[src/rtl/mop_pkg.sv]
// Shared types and default sizing for the multi-operand accumulator controller.
package mop_pkg;

    localparam int unsigned DefW      = 16;
    localparam int unsigned DefNOps   = 8;
    localparam int unsigned DefAddLat = 1;

    typedef enum logic [2:0] {
        StIdle,
        StAccWait,
        StEval,
        StCapt,
        StDone
    } mop_state_e;

endpackage

[src/rtl/mop_eval_timer.sv]
// Counts the shared adder's evaluation latency; done_o is high in the last EVAL cycle.
module mop_eval_timer
    import mop_pkg::*;
#(
    parameter int unsigned ADD_LAT = DefAddLat
) (
    input  logic clk,
    input  logic rst_n,
    input  logic start_i,
    output logic done_o
);

    localparam int unsigned TW = (ADD_LAT > 1) ? $clog2(ADD_LAT) : 1;

    logic          busy_q, busy_d;
    logic [TW-1:0] cnt_q, cnt_d;

    always_comb begin
        busy_d = busy_q;
        cnt_d  = cnt_q;
        if (start_i) begin
            busy_d = 1'b1;
            cnt_d  = TW'(ADD_LAT - 1);
        end else if (busy_q) begin
            if (cnt_q == '0) begin
                busy_d = 1'b0;
            end else begin
                cnt_d = cnt_q - TW'(1);
            end
        end
    end

    assign done_o = busy_q && (cnt_q == '0);

    always_ff @(posedge clk or negedge rst_n) begin
        if (!rst_n) begin
            busy_q <= 1'b0;
            cnt_q  <= '0;
        end else begin
            busy_q <= busy_d;
            cnt_q  <= cnt_d;
        end
    end

endmodule

[src/rtl/mop_acc_ctrl.sv]
// Sums a group of operands through an external shared adder, one operand per adder pass.
// Optional group counter output stat_groups is built when MOP_ACC_STATS_EN is defined.
module mop_acc_ctrl
    import mop_pkg::*;
#(
    parameter int unsigned W       = DefW,
    parameter int unsigned N_OPS   = DefNOps,
    parameter int unsigned ADD_LAT = DefAddLat,
    localparam int unsigned CW     = $clog2(N_OPS)
) (
    input  logic            clk,
    input  logic            rst_n,
    input  logic            in_valid,
    output logic            in_ready,
    input  logic [W-1:0]    in_data,
    input  logic            in_last,
    output logic [W-1:0]    add_a,
    output logic [W-1:0]    add_b,
    output logic            add_cin,
    input  logic [W:0]      add_sum,
    output logic            out_valid,
    input  logic            out_ready,
    output logic [W+CW-1:0] out_sum,
    output logic [CW:0]     out_count,
    output logic            out_err
`ifdef MOP_ACC_STATS_EN
    ,
    output logic [31:0]     stat_groups
`endif
);

    localparam logic [CW:0] CntMax = (CW + 1)'(N_OPS);

    mop_state_e      state_q, state_d;
    logic [W-1:0]    acc_lo_q, acc_lo_d;
    logic [CW-1:0]   acc_hi_q, acc_hi_d;
    logic [CW:0]     cnt_q, cnt_d, cnt_inc;
    logic            last_q, last_d;
    logic            err_q, err_d;
    logic [W-1:0]    opnd_q, opnd_d;
    logic            in_ready_q, in_ready_d;
    logic            out_valid_q, out_valid_d;
    logic [W+CW-1:0] out_sum_q, out_sum_d;
    logic [CW:0]     out_count_q, out_count_d;
    logic            out_err_q, out_err_d;
    logic            accept, timer_start, timer_done;

    assign accept  = in_valid && in_ready_q;
    assign cnt_inc = cnt_q + (CW + 1)'(1);

    mop_eval_timer #(
        .ADD_LAT (ADD_LAT)
    ) u_eval_timer (
        .clk     (clk),
        .rst_n   (rst_n),
        .start_i (timer_start),
        .done_o  (timer_done)
    );

    always_comb begin
        state_d     = state_q;
        acc_lo_d    = acc_lo_q;
        acc_hi_d    = acc_hi_q;
        cnt_d       = cnt_q;
        last_d      = last_q;
        err_d       = err_q;
        opnd_d      = opnd_q;
        timer_start = 1'b0;
        unique case (state_q)
            StIdle: begin
                if (accept) begin
                    acc_lo_d = in_data;
                    acc_hi_d = '0;
                    cnt_d    = (CW + 1)'(1);
                    last_d   = in_last;
                    err_d    = 1'b0;
                    state_d  = in_last ? StDone : StAccWait;
                end
            end
            StAccWait: begin
                if (accept) begin
                    opnd_d      = in_data;
                    cnt_d       = cnt_inc;
                    // Reaching N_OPS closes the group even without in_last.
                    last_d      = in_last || (cnt_inc == CntMax);
                    err_d       = !in_last && (cnt_inc == CntMax);
                    timer_start = 1'b1;
                    state_d     = StEval;
                end
            end
            StEval: begin
                if (timer_done) begin
                    state_d = StCapt;
                end
            end
            StCapt: begin
                acc_lo_d = add_sum[W-1:0];
                acc_hi_d = acc_hi_q + CW'(add_sum[W]);
                state_d  = last_q ? StDone : StAccWait;
            end
            StDone: begin
                if (out_ready) begin
                    acc_lo_d = '0;
                    acc_hi_d = '0;
                    cnt_d    = '0;
                    last_d   = 1'b0;
                    err_d    = 1'b0;
                    opnd_d   = '0;
                    state_d  = StIdle;
                end
            end
            default: state_d = StIdle;
        endcase

        // Outputs are registered from next-state values so they change with the state.
        in_ready_d  = (state_d == StIdle) || (state_d == StAccWait);
        out_valid_d = (state_d == StDone);
        out_sum_d   = out_valid_d ? {acc_hi_d, acc_lo_d} : '0;
        out_count_d = out_valid_d ? cnt_d : '0;
        out_err_d   = out_valid_d && err_d;
    end

`ifdef MOP_ACC_STATS_EN
    logic [31:0] stat_q, stat_d;

    always_comb begin
        stat_d = stat_q;
        if ((state_q == StDone) && out_ready) begin
            stat_d = stat_q + 32'd1;
        end
    end

    always_ff @(posedge clk or negedge rst_n) begin
        if (!rst_n) begin
            stat_q <= '0;
        end else begin
            stat_q <= stat_d;
        end
    end

    assign stat_groups = stat_q;
`endif

    always_ff @(posedge clk or negedge rst_n) begin
        if (!rst_n) begin
            state_q     <= StIdle;
            acc_lo_q    <= '0;
            acc_hi_q    <= '0;
            cnt_q       <= '0;
            last_q      <= 1'b0;
            err_q       <= 1'b0;
            opnd_q      <= '0;
            in_ready_q  <= 1'b0;
            out_valid_q <= 1'b0;
            out_sum_q   <= '0;
            out_count_q <= '0;
            out_err_q   <= 1'b0;
        end else begin
            state_q     <= state_d;
            acc_lo_q    <= acc_lo_d;
            acc_hi_q    <= acc_hi_d;
            cnt_q       <= cnt_d;
            last_q      <= last_d;
            err_q       <= err_d;
            opnd_q      <= opnd_d;
            in_ready_q  <= in_ready_d;
            out_valid_q <= out_valid_d;
            out_sum_q   <= out_sum_d;
            out_count_q <= out_count_d;
            out_err_q   <= out_err_d;
        end
    end

    assign in_ready  = in_ready_q;
    assign add_a     = acc_lo_q;
    assign add_b     = opnd_q;
    assign add_cin   = 1'b0;
    assign out_valid = out_valid_q;
    assign out_sum   = out_sum_q;
    assign out_count = out_count_q;
    assign out_err   = out_err_q;

endmodule
[config.mk]
export PLATFORM = sky130hd
export DESIGN_NAME = mop_acc_ctrl
export DESIGN_NICKNAME = d
export VERILOG_FILES = /design/src/rtl/mop_pkg.sv /design/src/rtl/mop_eval_timer.sv /design/src/rtl/mop_acc_ctrl.sv
export SDC_FILE = /design/constraint.sdc
export NUM_CORES = 1
export LEC_CHECK = 0
export ABC_AREA = 1
export BUFFER_PORTS_ARGS = -buffer_cell sky130_fd_sc_hd__buf_2
export CORE_MARGIN = 8
export CORE_UTILIZATION = 55
export CTS_CLUSTER_DIAMETER = 50
export DETAILED_ROUTE_END_ITERATION = 7
export PLACE_DENSITY = 0.85
export SETUP_SLACK_MARGIN = 0.15
export SKIP_CTS_REPAIR_TIMING = 1
export SYNTH_ARGS = -nofsm -noshare
export SYNTH_HDL_FRONTEND = slang
export SYNTH_HIERARCHICAL = 1
export SYNTH_SLANG_ARGS = --single-unit
[constraint.sdc]
create_clock -name clk -period 3.2 [get_ports clk]
set_input_delay 0.32 -clock clk [delete_from_list [all_inputs] [get_ports clk]]
set_output_delay 0.32 -clock clk [all_outputs]
set_load 0.005 [all_outputs]
### After elaboration in Yosys (flattened, before gate mapping)

Cells that the tools add are included.
Widths: inputs -> output; s select.

* bits of input ports: 38
* bits in registers: 72
* output and inout bits: 59

* eq/ne operators: 10
* add/sub/neg operators: 3
* muxes and demuxes: 38
* bitwise gates (word level): 1
* reduce and logical (&&, ||, !) cells: 14

Operators by type and width (number)
* $mux 16: 4
* $pmux 16 s3: 1
* $pmux 16 s2: 1
* $mux 3: 8
* $mux 19: 1
* $mux 4: 4
* $pmux 3 s5: 1
* $mux 1: 14
* $pmux 4 s3: 1
* $pmux 3 s3: 1
* $eq 3x1->1 const B: 2
* $eq 3x2->1 const B: 2
* $eq 3x3->1 const B: 2
* $logic_not 3->1: 2
* $ne 2x2->1 const B: 3
* $pmux 1 s3: 2
* $add 4x1->4 const B: 1
* $eq 4x4->1 const B: 1
* $logic_and 1x1->1: 4
* $reduce_and 4->1: 1
* $reduce_bool 2->1: 2
* $add 3x1->3: 1
* $reduce_and 3->1: 1
* $reduce_bool 3->1: 1
* other kinds (4): 5

### Logic depth before layout (Yosys ltp)

Gate-level depths: netlist of run 1.

* depth in word-level cells: 6
* mapped depth: 9
* gate-level depth less buffers: 9

### Hierarchy

The synthesis of run 1 kept the hierarchy.

Modules (own cells, without submodules)
* mop_acc_ctrl: sequential area each 1751.7 um^2, area each 3347.0 um^2, times used 1, cells an instance 394
* mop_eval_timer: sequential area each 25.0 um^2, area each 25.0 um^2, times used 1, cells an instance 1

### Least setup slack after synthesis of run 1

OpenSTA, ideal clock, no wires.

* kind: register to register
* from: reg in_ready_q, in the netlist in_ready
* to: reg out_count_q[0], in the netlist out_count[0]
* library setup time: 0.121 ns
* slack: 1.763 ns
* arrival time: 1.316 ns
* required time: 3.079 ns
* cell stages (with the launch flop): 9
* path buffers: 2
* cells stage by stage: dfrtp_1 -> nand2_1 -> buf_2 -> buf_2 -> ha_1 -> nand2_1 -> o21ai_0 -> inv_1 -> a21oi_1

* longest elaborated chain between the ends: 5
* elaborated cells on any way between the ends: 9
* classes of those cells: eq/ne (1); mux (7); reduce/logical (1)

Ends and longest elaborated chain
* start, declared: line mop_acc_ctrl.sv:41 `logic in_ready_q, in_ready_d;`
* start signal, assigned: line mop_acc_ctrl.sv:166 `in_ready_q <= in_ready_d;`
* $logic_and 1x1->1 *: line mop_acc_ctrl.sv:48 `assign accept = in_valid && in_ready_q;`
* $mux 3 (on tied branches): line mop_acc_ctrl.sv:81, mop_acc_ctrl.sv:71
* $pmux 3 s5: line mop_acc_ctrl.sv:69 `unique case (state_q)`
* $eq 3x3->1: line mop_acc_ctrl.sv:117 `out_valid_d = (state_d == StDone);`
* $mux 4 *: line mop_acc_ctrl.sv:119 `out_count_d = out_valid_d ? cnt_d : '0;`
* via out_count_d[0]: line mop_acc_ctrl.sv:44 `logic [CW:0] out_count_q, out_count_d;`
* end signal, assigned: line mop_acc_ctrl.sv:169 `out_count_q <= out_count_d;`
* end, declared: line mop_acc_ctrl.sv:44

Mark *: on every way through the listed nets, which the timed path passes. The rest lies on a longest branch.
A chain may end at the register's enable or synchronous reset.

### Worst setup path in the final report of run 1

* from: reg state_q[2]
* to: reg out_sum_q[14], in the netlist out_sum[14]

* longest elaborated chain between the ends: 4
* elaborated cells on any way between the ends: 13
* classes of those cells: eq/ne (5); mux (7); reduce/logical (1)

Ends and longest elaborated chain
* start, declared: line mop_acc_ctrl.sv:34 `mop_state_e state_q, state_d;`
* start signal, assigned: line mop_acc_ctrl.sv:146 `state_q <= StIdle;`
* start signal, assigned: line mop_acc_ctrl.sv:159 `state_q <= state_d;`
* $eq 3x3->1, or another cell as far along: line mop_acc_ctrl.sv:69
* $pmux 3 s5: line mop_acc_ctrl.sv:69
* $eq 3x3->1: line mop_acc_ctrl.sv:117
* $mux 19 *: line mop_acc_ctrl.sv:118 `out_sum_d = out_valid_d ? {acc_hi_d, acc_lo_d} : '0;`
* via out_sum_d[14]: line mop_acc_ctrl.sv:43 `logic [W+CW-1:0] out_sum_q, out_sum_d;`
* end signal, assigned: line mop_acc_ctrl.sv:168 `out_sum_q <= out_sum_d;`
* end, declared: line mop_acc_ctrl.sv:43

Marks and branches as above.

==> results of run 1 <==
## registers in the layout (all words and copies together) (netlist names), 3 cells and up
signal / cells
state_q: 3
cnt_q: 4
out_count: 4
acc_hi_q: 3
add_a: 16
add_b: 16
out_sum: 19
## synthesized netlist by cell type (all sizes together)
| library cell | count | area (µm²) |
|---|---|---|
| nor2 | 9 | 51.3 |
| or2 | 2 | 12.5 |
| buf | 13 | 95.1 |
| nand4 | 30 | 231 |
| o2111ai | 1 | 8.76 |
| nand3 | 48 | 258 |
| xor2 | 1 | 8.76 |
| dfrtp | 71 | 1780 |
| a21oi | 7 | 35.0 |
| clkinv | 1 | 3.75 |
| o21ai | 35 | 175 |
| inv | 51 | 191 |
| nor3 | 2 | 10.0 |
| ha | 5 | 62.6 |
| nand2 | 111 | 422 |
| clkbuf | 7 | 26.3 |
| conb | 1 | 3.75 |
## cells by family (layout without fill, tap and decap cells)
logic type,Yosys count,in the layout,synth area share
other,1,1,0.00111
adder cells (fa/ha/maj),5,5,0.0186
flip-flops,71,71,0.527
AO/OA/AOI/OAI,43,43,0.0649
AND/OR/NAND/NOR,202,202,0.292
XOR/XNOR,1,1,0.00260
buffers and inverters,72,166,0.0939
## worst max-delay path by stage
stage	start	to	slack [ns]	cells past startpoint
after detailed placement	state_q[2]$_DFF_PN0_	out_sum[14]$_DFF_PN0_	0.80	8
after global placement	state_q[2]$_DFF_PN0_	out_sum[3]$_DFF_PN0_	0.93	8
final	state_q[2]$_DFF_PN0_	out_sum[14]$_DFF_PN0_	0.79	8
after CTS	state_q[2]$_DFF_PN0_	out_sum[14]$_DFF_PN0_	0.79	8
after global routing	state_q[2]$_DFF_PN0_	out_sum[13]$_DFF_PN0_	0.57	8
after floorplan	in_ready$_DFF_PN0_	out_count[0]$_DFF_PN0_	1.76	8
## metrics by stage
step / total power, W / hold slack [ns] / area (µm²) / utilization / cells
6_report: 0.00353 / 0.0683 / 4050 / 0.684 / 564
5_1_grt: 0.00379 / 0.128 / 4050 / 0.684 / 564
4_1_cts: 0.00355 / 0.0903 / 4050 / 0.684 / 564
3_5_place_dp: 0.00277 / 0.455 / 3840 / 0.649 / 548
3_3_place_gp: 0.00271 / 0.440 / 3840 / 0.649 / 548
2_1_floorplan: 0.00226 / 0.0244 / 3370 / - / 395
## power breakdown
group	total (W)	switching [W]	leakage [nW]	internal, W
combinational	0.00133	0.000829	1.27	0.000497
clock	0.000766	0.000328	0.104	0.000438
sequential	0.00143	0.000240	0.944	0.00119
## routing by layer
| metal | global-route usage | routed length (µm) | vias to the layer above |
|---|---|---|---|
| met5 | 0 | 0 | - |
| met3 | 0.0647 | 773 | 14 |
| li1 | - | - | 1461 |
| met2 | 0.343 | 4320 | 131 |
| met4 | 0.0687 | 112 | 0 |
| met1 | 0.255 | 3610 | 1416 |
## layout make-up
type                       count  area, µm²
fill                         504       1870
sequential                    71       1780
multi-input combinational    252       1280
timing repair buffer          98        498
inverter                      52        195
clock buffer                  12        135
tap                           75       93.8
clock inverter                 4       70.1
==> results.md, run 1 <==
Run status:
- The flow ran to the end, and the final reports show no timing, DRC or antenna violations.

Worst setup path:
- The required time of the worst setup path is roughly 3.5 ns.
- On the worst path, the slowest cell contributes a delay of roughly 0.56 ns.
- The worst setup path category is flip-flop to flip-flop.
- The signal on the critical path passes through inv_2, nand3_4, inv_2, nand2_1, nand3_1, buf_4, nand2_1, inv_1.
- The maximum net fanout on the critical path is 20.
- The arrival time reported for the critical path endpoint is roughly 2.7 ns.
- The worst reg2reg path depth is 8.
- The largest individual stage delay along the critical path comes from the cell dfrtp_1.
- The capturing element type of the critical path is a flip-flop.
- The launch instance of the worst register-to-register path is state_q[2]$_DFF_PN0_.
- The worst register-to-register path ends at out_sum[14]$_DFF_PN0_.
- The worst path buffer plus inverter count is 4.
- Among cell families on the critical path, the largest total delay comes from buffers and inverters.
- The worst setup path is launched from a flip-flop.
- The register-to-register setup slack is 0.79 ns.

Clock tree:
- The TritonCTS buffer count is 9.
- The H-tree generated during clock tree synthesis spans 3 levels.
- The clock passes through at most 2 buffers.
- TritonCTS built the clock tree.
- Counting every sink on the clock net gives 71.
- For the worst-skew pair, the clock arrives at the later sink with an insertion delay of approximately 0.35 ns.
- Clock-pin slew was measured on the worst setup and hold paths at roughly 0.070 ns.
- In this run the clock root is driven by a clkbuf_8.

Detailed routing:
- The DRC violation count after routing is 0.
- The detailed router finished its first iteration with around 230 violations.
- The routed layout has 3,022 vias.
- Dividing the detail-routed wire length by the instance count gives 15.6 µm.
- The first detailed-routing pass took 4 iterations.
- The via-per-instance ratio is around 5.4.
- After detailed routing, the total wire length is 8820 µm.
- The count of nets left with antenna violations once routing finished came out at 0.

STA:
- The worst slew slack as a fraction of its limit is 0.445.
- The final worst clock skew is between 0.01 and 0.015 ns.
- For the pin with the worst max-slew slack, the measured transition is around 0.83 ns.
- The number of hold violations in the final report was 0.
- In the final timing run, aggregate negative setup slack is 0 ns.
- Subtracting the final worst setup slack from the clock period gives ~2.4 ns.
- The share of the cycle needed by the critical path after routing is 0.752.
- The number of pins exceeding their max-slew limit in the final report is 0.
- The final worst setup slack is 0.794 ns.
- Setup repair after global routing left no endpoint under its margin.
- The number of setup violations in the final report is 0.
- The maximum clock frequency is between 400 and 500 MHz.

Floorplan:
- The die extent in y is roughly 94 µm.
- The area of the die is between 8000 and 9000 µm².
- The die width is around 94 µm.
- Pin placement for this block handled 97 I/O pins.
- The core area is approximately 6000 µm².
- For this configuration, the core starts out at a cell density of 0.570.
- In this run the core area contains 28 standard-cell rows.

Synthesis:
- Of the synthesized area, sequential elements account for 0.527.
- The post-synthesis average cell area is 8.54 µm².
- The gate count of the mapped netlist is around 400.
- Synthesis instantiated 26 different standard cells from the library.
- The net count of the mapped netlist is 438.
- Synthesis inferred approximately 70 register bits.
- The cell area that synthesis handed to floorplanning was 3370 µm².
- For this run, the number of Yosys warnings is 6.

Layout:
- The share of layout cells above drive strength 1 is 0.270.
- Leaving out fill and tap cells, the most frequent cell in the layout is nand2_1.
- Leaving out fill and tap cells, the most frequent cells in the layout are 109 x nand2_1, 95 x buf_2, 71 x dfrtp_1.
- The net count of the finished layout is ~530.
- The number of antenna diodes in the final layout is 0.
- The signed area change from the synthesized netlist to the final layout is 20.0%.

Place:
- The HPWL reported at the end of detailed placement is 6380 µm.
- The count of buffers added on input and output ports is 95.
- Prior to clock tree synthesis, the placed netlist has a worst setup slack of around 0.80 ns.
- At the end of routability-driven placement, the weighted congestion stood at 0.888.

Global route:
- The first global-routing pass estimated about 14,000 µm of wire.
- The initial antenna violation count is 0.
- The number of global-route vias before repair is a little over 3k.
- The global route total overflow is 0.
- Entering global routing, the biggest net connects 38 pins.
- The global routing usage summed across all routing layers is 0.209.

Pwr:
- The reported leakage power is approximately 2.3 nW.
- The power density normalized to cell area is between 800 and 900 nW/µm².
- The worst ir drop on vdd is about 0.00042 V.

Run:
- Across the run, the number of max-cap violations was 0.

Min path:
- In this run the worst hold path is classified as primary input to asynchronous set/reset pin.
No activity file was read; power rests on OpenSTA's default activity.
==> run 2, diff against run 1 <==
--- a/config.mk
+++ b/config.mk
@@ -5,13 +5,13 @@
 export SDC_FILE = /design/constraint.sdc
 export NUM_CORES = 1
 export LEC_CHECK = 0
-export ABC_AREA = 1
+export ABC_AREA = 0
 export BUFFER_PORTS_ARGS = -buffer_cell sky130_fd_sc_hd__buf_2
 export CORE_MARGIN = 8
-export CORE_UTILIZATION = 55
+export CORE_UTILIZATION = 45
 export CTS_CLUSTER_DIAMETER = 50
 export DETAILED_ROUTE_END_ITERATION = 7
-export PLACE_DENSITY = 0.85
+export PLACE_DENSITY = 0.76
 export SETUP_SLACK_MARGIN = 0.15
 export SKIP_CTS_REPAIR_TIMING = 1
 export SYNTH_ARGS = -nofsm -noshare
==> constraint.sdc (replaced) <==
create_clock -name clk -period 2.2 [get_ports clk]
set_input_delay 0.22 -clock clk [delete_from_list [all_inputs] [get_ports clk]]
set_output_delay 0.22 -clock clk [all_outputs]
set_load 0.005 [all_outputs]
==> run 2 against run 1 <==
Net effect:
- combinational power is 31% higher
- routed wire length is 19% lower
- sequential share of layout area is 4.1 points higher
- hold slack better by 0.030 ns
- die area is 4.5% higher
- highest routed layer unchanged
- clock power is 42% higher
- setup slack worse by 0.46 ns
- global-route usage is 4.9 points lower
- critical path type unchanged
- final cell count is 23% lower
==> results.md, run 2 <==
Worst setup path:
- The required time of the worst setup path is 2.47 ns (-1.02 ns).
- The register-to-register setup slack is 0.34 ns (-0.46 ns).
- Traced cell by cell, the critical path runs through nand3b_4, nor3_4, a221oi_2, inv_1, buf_4, and2_1.
- The worst setup path is captured at a flip-flop.
- The critical path startpoint category is a flip-flop.
- The startpoint identified for the worst register-to-register timing path is state_q[2]$_DFF_PN0_.
- The gate family responsible for the most delay along the worst path is simple AND/OR/NAND/NOR gates.
- The arrival time reported for the critical path endpoint is 2.13 ns (-0.57 ns).
- The worst setup path category is flip-flop to flip-flop.
- The slowest stage of the critical path belongs to the cell nor3_4.
- The maximum net fanout on the critical path is 17 (-15%).
- The worst reg2reg path depth is 6 (-2).
- The largest stage delay on the critical path is 0.59 ns (+0.03 ns).
- The capture point of the worst reg-to-reg path is out_sum[17]$_DFF_PN0_.
- The worst path buffer plus inverter count is 2 (-2).

Place:
- The global placement routability congestion is 0.792 (-11%).
- The quantity of I/O buffers inserted on ports is 95 (unchanged).
- The pre-CTS worst setup slack was -0.0388 ns (-0.844 ns).
- The HPWL reported at the end of detailed placement is 5180 µm (-19%).

Synthesis:
- The share of flip-flops with an asynchronous set or reset came to 1.00 (unchanged).
- The net count of the mapped netlist is 296 (-32%).
- The gate count of the mapped netlist came to 253 (-36%).
- The fraction of synthesized cell area taken by the top area cell type is 0.611 (+0.0839).
- The post-synthesis average cell area came to 11.5 µm² (+35%).
- The commonest cells after synthesis are 71 x dfrtp_1, 39 x and2_1, 39 x nand2_1, 19 x o21ai_0, 16 x a221o_1.
- The combined area of all synthesized cells is 2910 µm² (-14%).
- Among all cell types in the netlist, the one instantiated most often is dfrtp_1.
- The sequential share of the synthesized area is 0.611 (+0.0839).
- Sorting the synthesized cells by area gives the leading types as dfrtp_1 61%, and2_1 8.4%, a221o_1 5.5%.
- The flip-flop and latch count after synthesis is 71 (unchanged).
- The most instantiated flip-flop cell in the synthesis netlist is dfrtp_1.
- The count of flip-flops with a built-in enable after synthesis is 0 (unchanged).
- The number of distinct standard cells referenced by the synthesized netlist was 33 (+27%).
- The biggest area contributor in the post-synthesis netlist is dfrtp_1.
- The number of synthesis warnings is 6 (unchanged).

Min path:
- The sink of the worst hold path is add_b[8]$_DFFE_PN0P_.
- The count of cells along the worst hold path is 3.
- The critical hold path startpoint is in_data[8].
- The worst min-delay path category is primary input to flip-flop.

Pwr:
- The reported leakage power is 1.98 nW (-15%).
- The power density normalized to cell area is 1300 nW/µm² (+49%).
- The total power draw is 0.00481 W (+36%).
- The worst ir drop on vdd is 0.000635 V (+51%).

Detailed routing:
- The remaining antenna violation count is 0 (unchanged).
- The via-per-instance ratio is 5.13 (-4.3%).
- The DRC violation count after routing is 0 (unchanged).
- The routed wire length per instance is 16.4 µm (+5.2%).
- The number of DRC violations after detailed-routing iteration 0 was 97 (-57%).
- The total length of routed wires was 7140 µm (-19%).
- The first-pass iteration count of the detailed router was 4 (unchanged).
- The detailed-route via count is 2,226 (-26%).

Layout:
- The commonest non-fill, non-tap cell in the layout is buf_2.
- The number of flip-flops in the largest register is 19 (unchanged).
- The total inserted antenna cells is 0 (unchanged).
- The footprint of the flip-flops and latches is 1780 µm² (unchanged).
- In the layout the commonest cells are 95 x buf_2, 71 x dfrtp_1, 39 x nand2_1, 39 x and2_1, 19 x o21ai_0.
- Compared with the post-synthesis result, the final layout area differs by 27.2%.
- The final standard cell utilization of the core was 0.586 (-0.0974).
- The number of nets in the layout is 396 (-25%).
- The area of combinational cells with multiple inputs was 1030 µm² (-19%).
- The share of layout cells above drive strength 1 came to 0.353 (+0.0830).
- The layout filler cell count came to 565 (+12%).

Global route:
- The initial antenna violation count is 0 (unchanged).
- The global route total overflow is 0 (unchanged).
- The global routing usage summed across all routing layers is 0.160 (-0.0491).
- The largest net degree at the start of global routing is 72 (+89%).
- The number of global-route vias before repair is 2,286 (-24%).
- The wire length of the first global-routing pass is 11,300 µm (-22%).

Run:
- The max-cap check violation count came to 0 (unchanged).

Floorplan:
- The die width is 96.4 µm (+2.2%).
- The area of the die is 9290 µm² (+4.5%).
- The number of primary I/O pins is 97 (unchanged).
- The initial cell density of the core is 0.461 (-0.109).
- The core area is 6310 µm² (+6.6%).
- The floorplan row count is 29 (+3.6%).
- The die extent in y is 96.4 µm (+2.2%).

STA:
- The number of pins exceeding their max-slew limit in the final report is 0 (unchanged).
- The maximum clock frequency is 537 MHz (+29%).
- Setup repair after global routing left no endpoint under its margin.
- The minimum clock period is 1.86 ns (-0.543 ns).
- The final-layout worst hold slack is 0.0986 ns (+0.0303 ns).
- The number of hold violations in the final report is 0 (unchanged).
- The transition time at the pin with the least slew margin is 0.759 ns (-0.0745 ns).
- The worst slew slack as a fraction of its limit is 0.493 (+0.0480).
- The share of the cycle needed by the critical path after routing is 0.847 (+0.0950).
- The number of setup violations in the final report came to 0 (unchanged).
- The final worst clock skew came to 0.0138 ns (+0.00247 ns).
- The final worst setup slack is 0.337 ns (-0.457 ns).

Run status:
- The flow ran to the end, and the final reports show no timing, DRC or antenna violations.

Clock tree:
- The number of clock sinks seen by CTS is 71 (unchanged).
- The TritonCTS buffer count was 9 (unchanged).
- The root buffer cell is clkbuf_8.
- The maximum buffer depth of the clock tree is 2 (unchanged).
- The CTS tree is built.
- The clock transition at the registers of the reported paths was 0.08 ns (about the same).
- The later-pin clock latency in the skew report came to 0.34 ns (about the same).
- The count of H-tree levels built during CTS was 3 (unchanged).
[run 2: stage by stage]
step                      setup TNS (ns)  cells  instance area, µm²
after floorplan                        0    253                2910
after global placement                 0    418                3470
after detailed placement          -0.384    418                3470
after CTS                         -0.408    433                3680
after global routing                   0    434                3700
final                                  0    434                3700
[run 2: area by class of cell]
cell class | instances | share of cell area
flip-flops and latches | 71 | 0.480
repair buffers | 106 | 0.155
clock buffers | 9 | 0.0335
multi-input cells | 162 | 0.279
clock inverters | 6 | 0.0233
inverters | 3 | 0.00304
well taps | 77 | 0.0260
[run 2: power breakdown]
part | total (W) | internal, W | switching [W]
combinational | 0.00174 | 0.000809 | 0.000935
clock | 0.00109 | 0.000630 | 0.000464
sequential | 0.00197 | 0.00173 | 0.000238
[run 2: how the worst max path moves through the flow]
stage / start / to / slack [ns] / cells after the start
3_5_place_dp: state_q[2]$_DFF_PN0_ / out_sum[11]$_DFF_PN0_ / -0.04 / 6
5_1_grt: state_q[2]$_DFF_PN0_ / out_sum[0]$_DFF_PN0_ / 0.18 / 6
3_3_place_gp: state_q[2]$_DFF_PN0_ / out_sum[4]$_DFF_PN0_ / 0.04 / 6
6_report: state_q[2]$_DFF_PN0_ / out_sum[17]$_DFF_PN0_ / 0.34 / 6
2_1_floorplan: state_q[2]$_DFF_PN0_ / out_sum[14]$_DFF_PN0_ / 0.44 / 7
4_1_cts: state_q[2]$_DFF_PN0_ / out_sum[17]$_DFF_PN0_ / -0.04 / 6
[run 2: worst min-delay path, stage by stage]
cell     delay (ns)
buf_2          0.09
nand2_1        0.04
o21ai_0        0.05
[run 2: logic make-up (layout without fill, tap and decap cells)]
group	count (synthesis)	after routing	synth area share
compound gates	53	53	0.137
xor+xnor	1	1	0.00301
fa+ha+maj	5	5	0.0215
buf+inv	20	124	0.0374
flops	71	71	0.611
other cells	1	1	0.00129
simple gates	102	102	0.189
[run 2: metal layers]
layer,track usage,vias up,share of wire
li1,-,1066,-
met4,0.0643,0,0.014
met1,0.210,1082,0.46
met5,0,-,0
met2,0.241,69,0.44
met3,0.0502,9,0.080
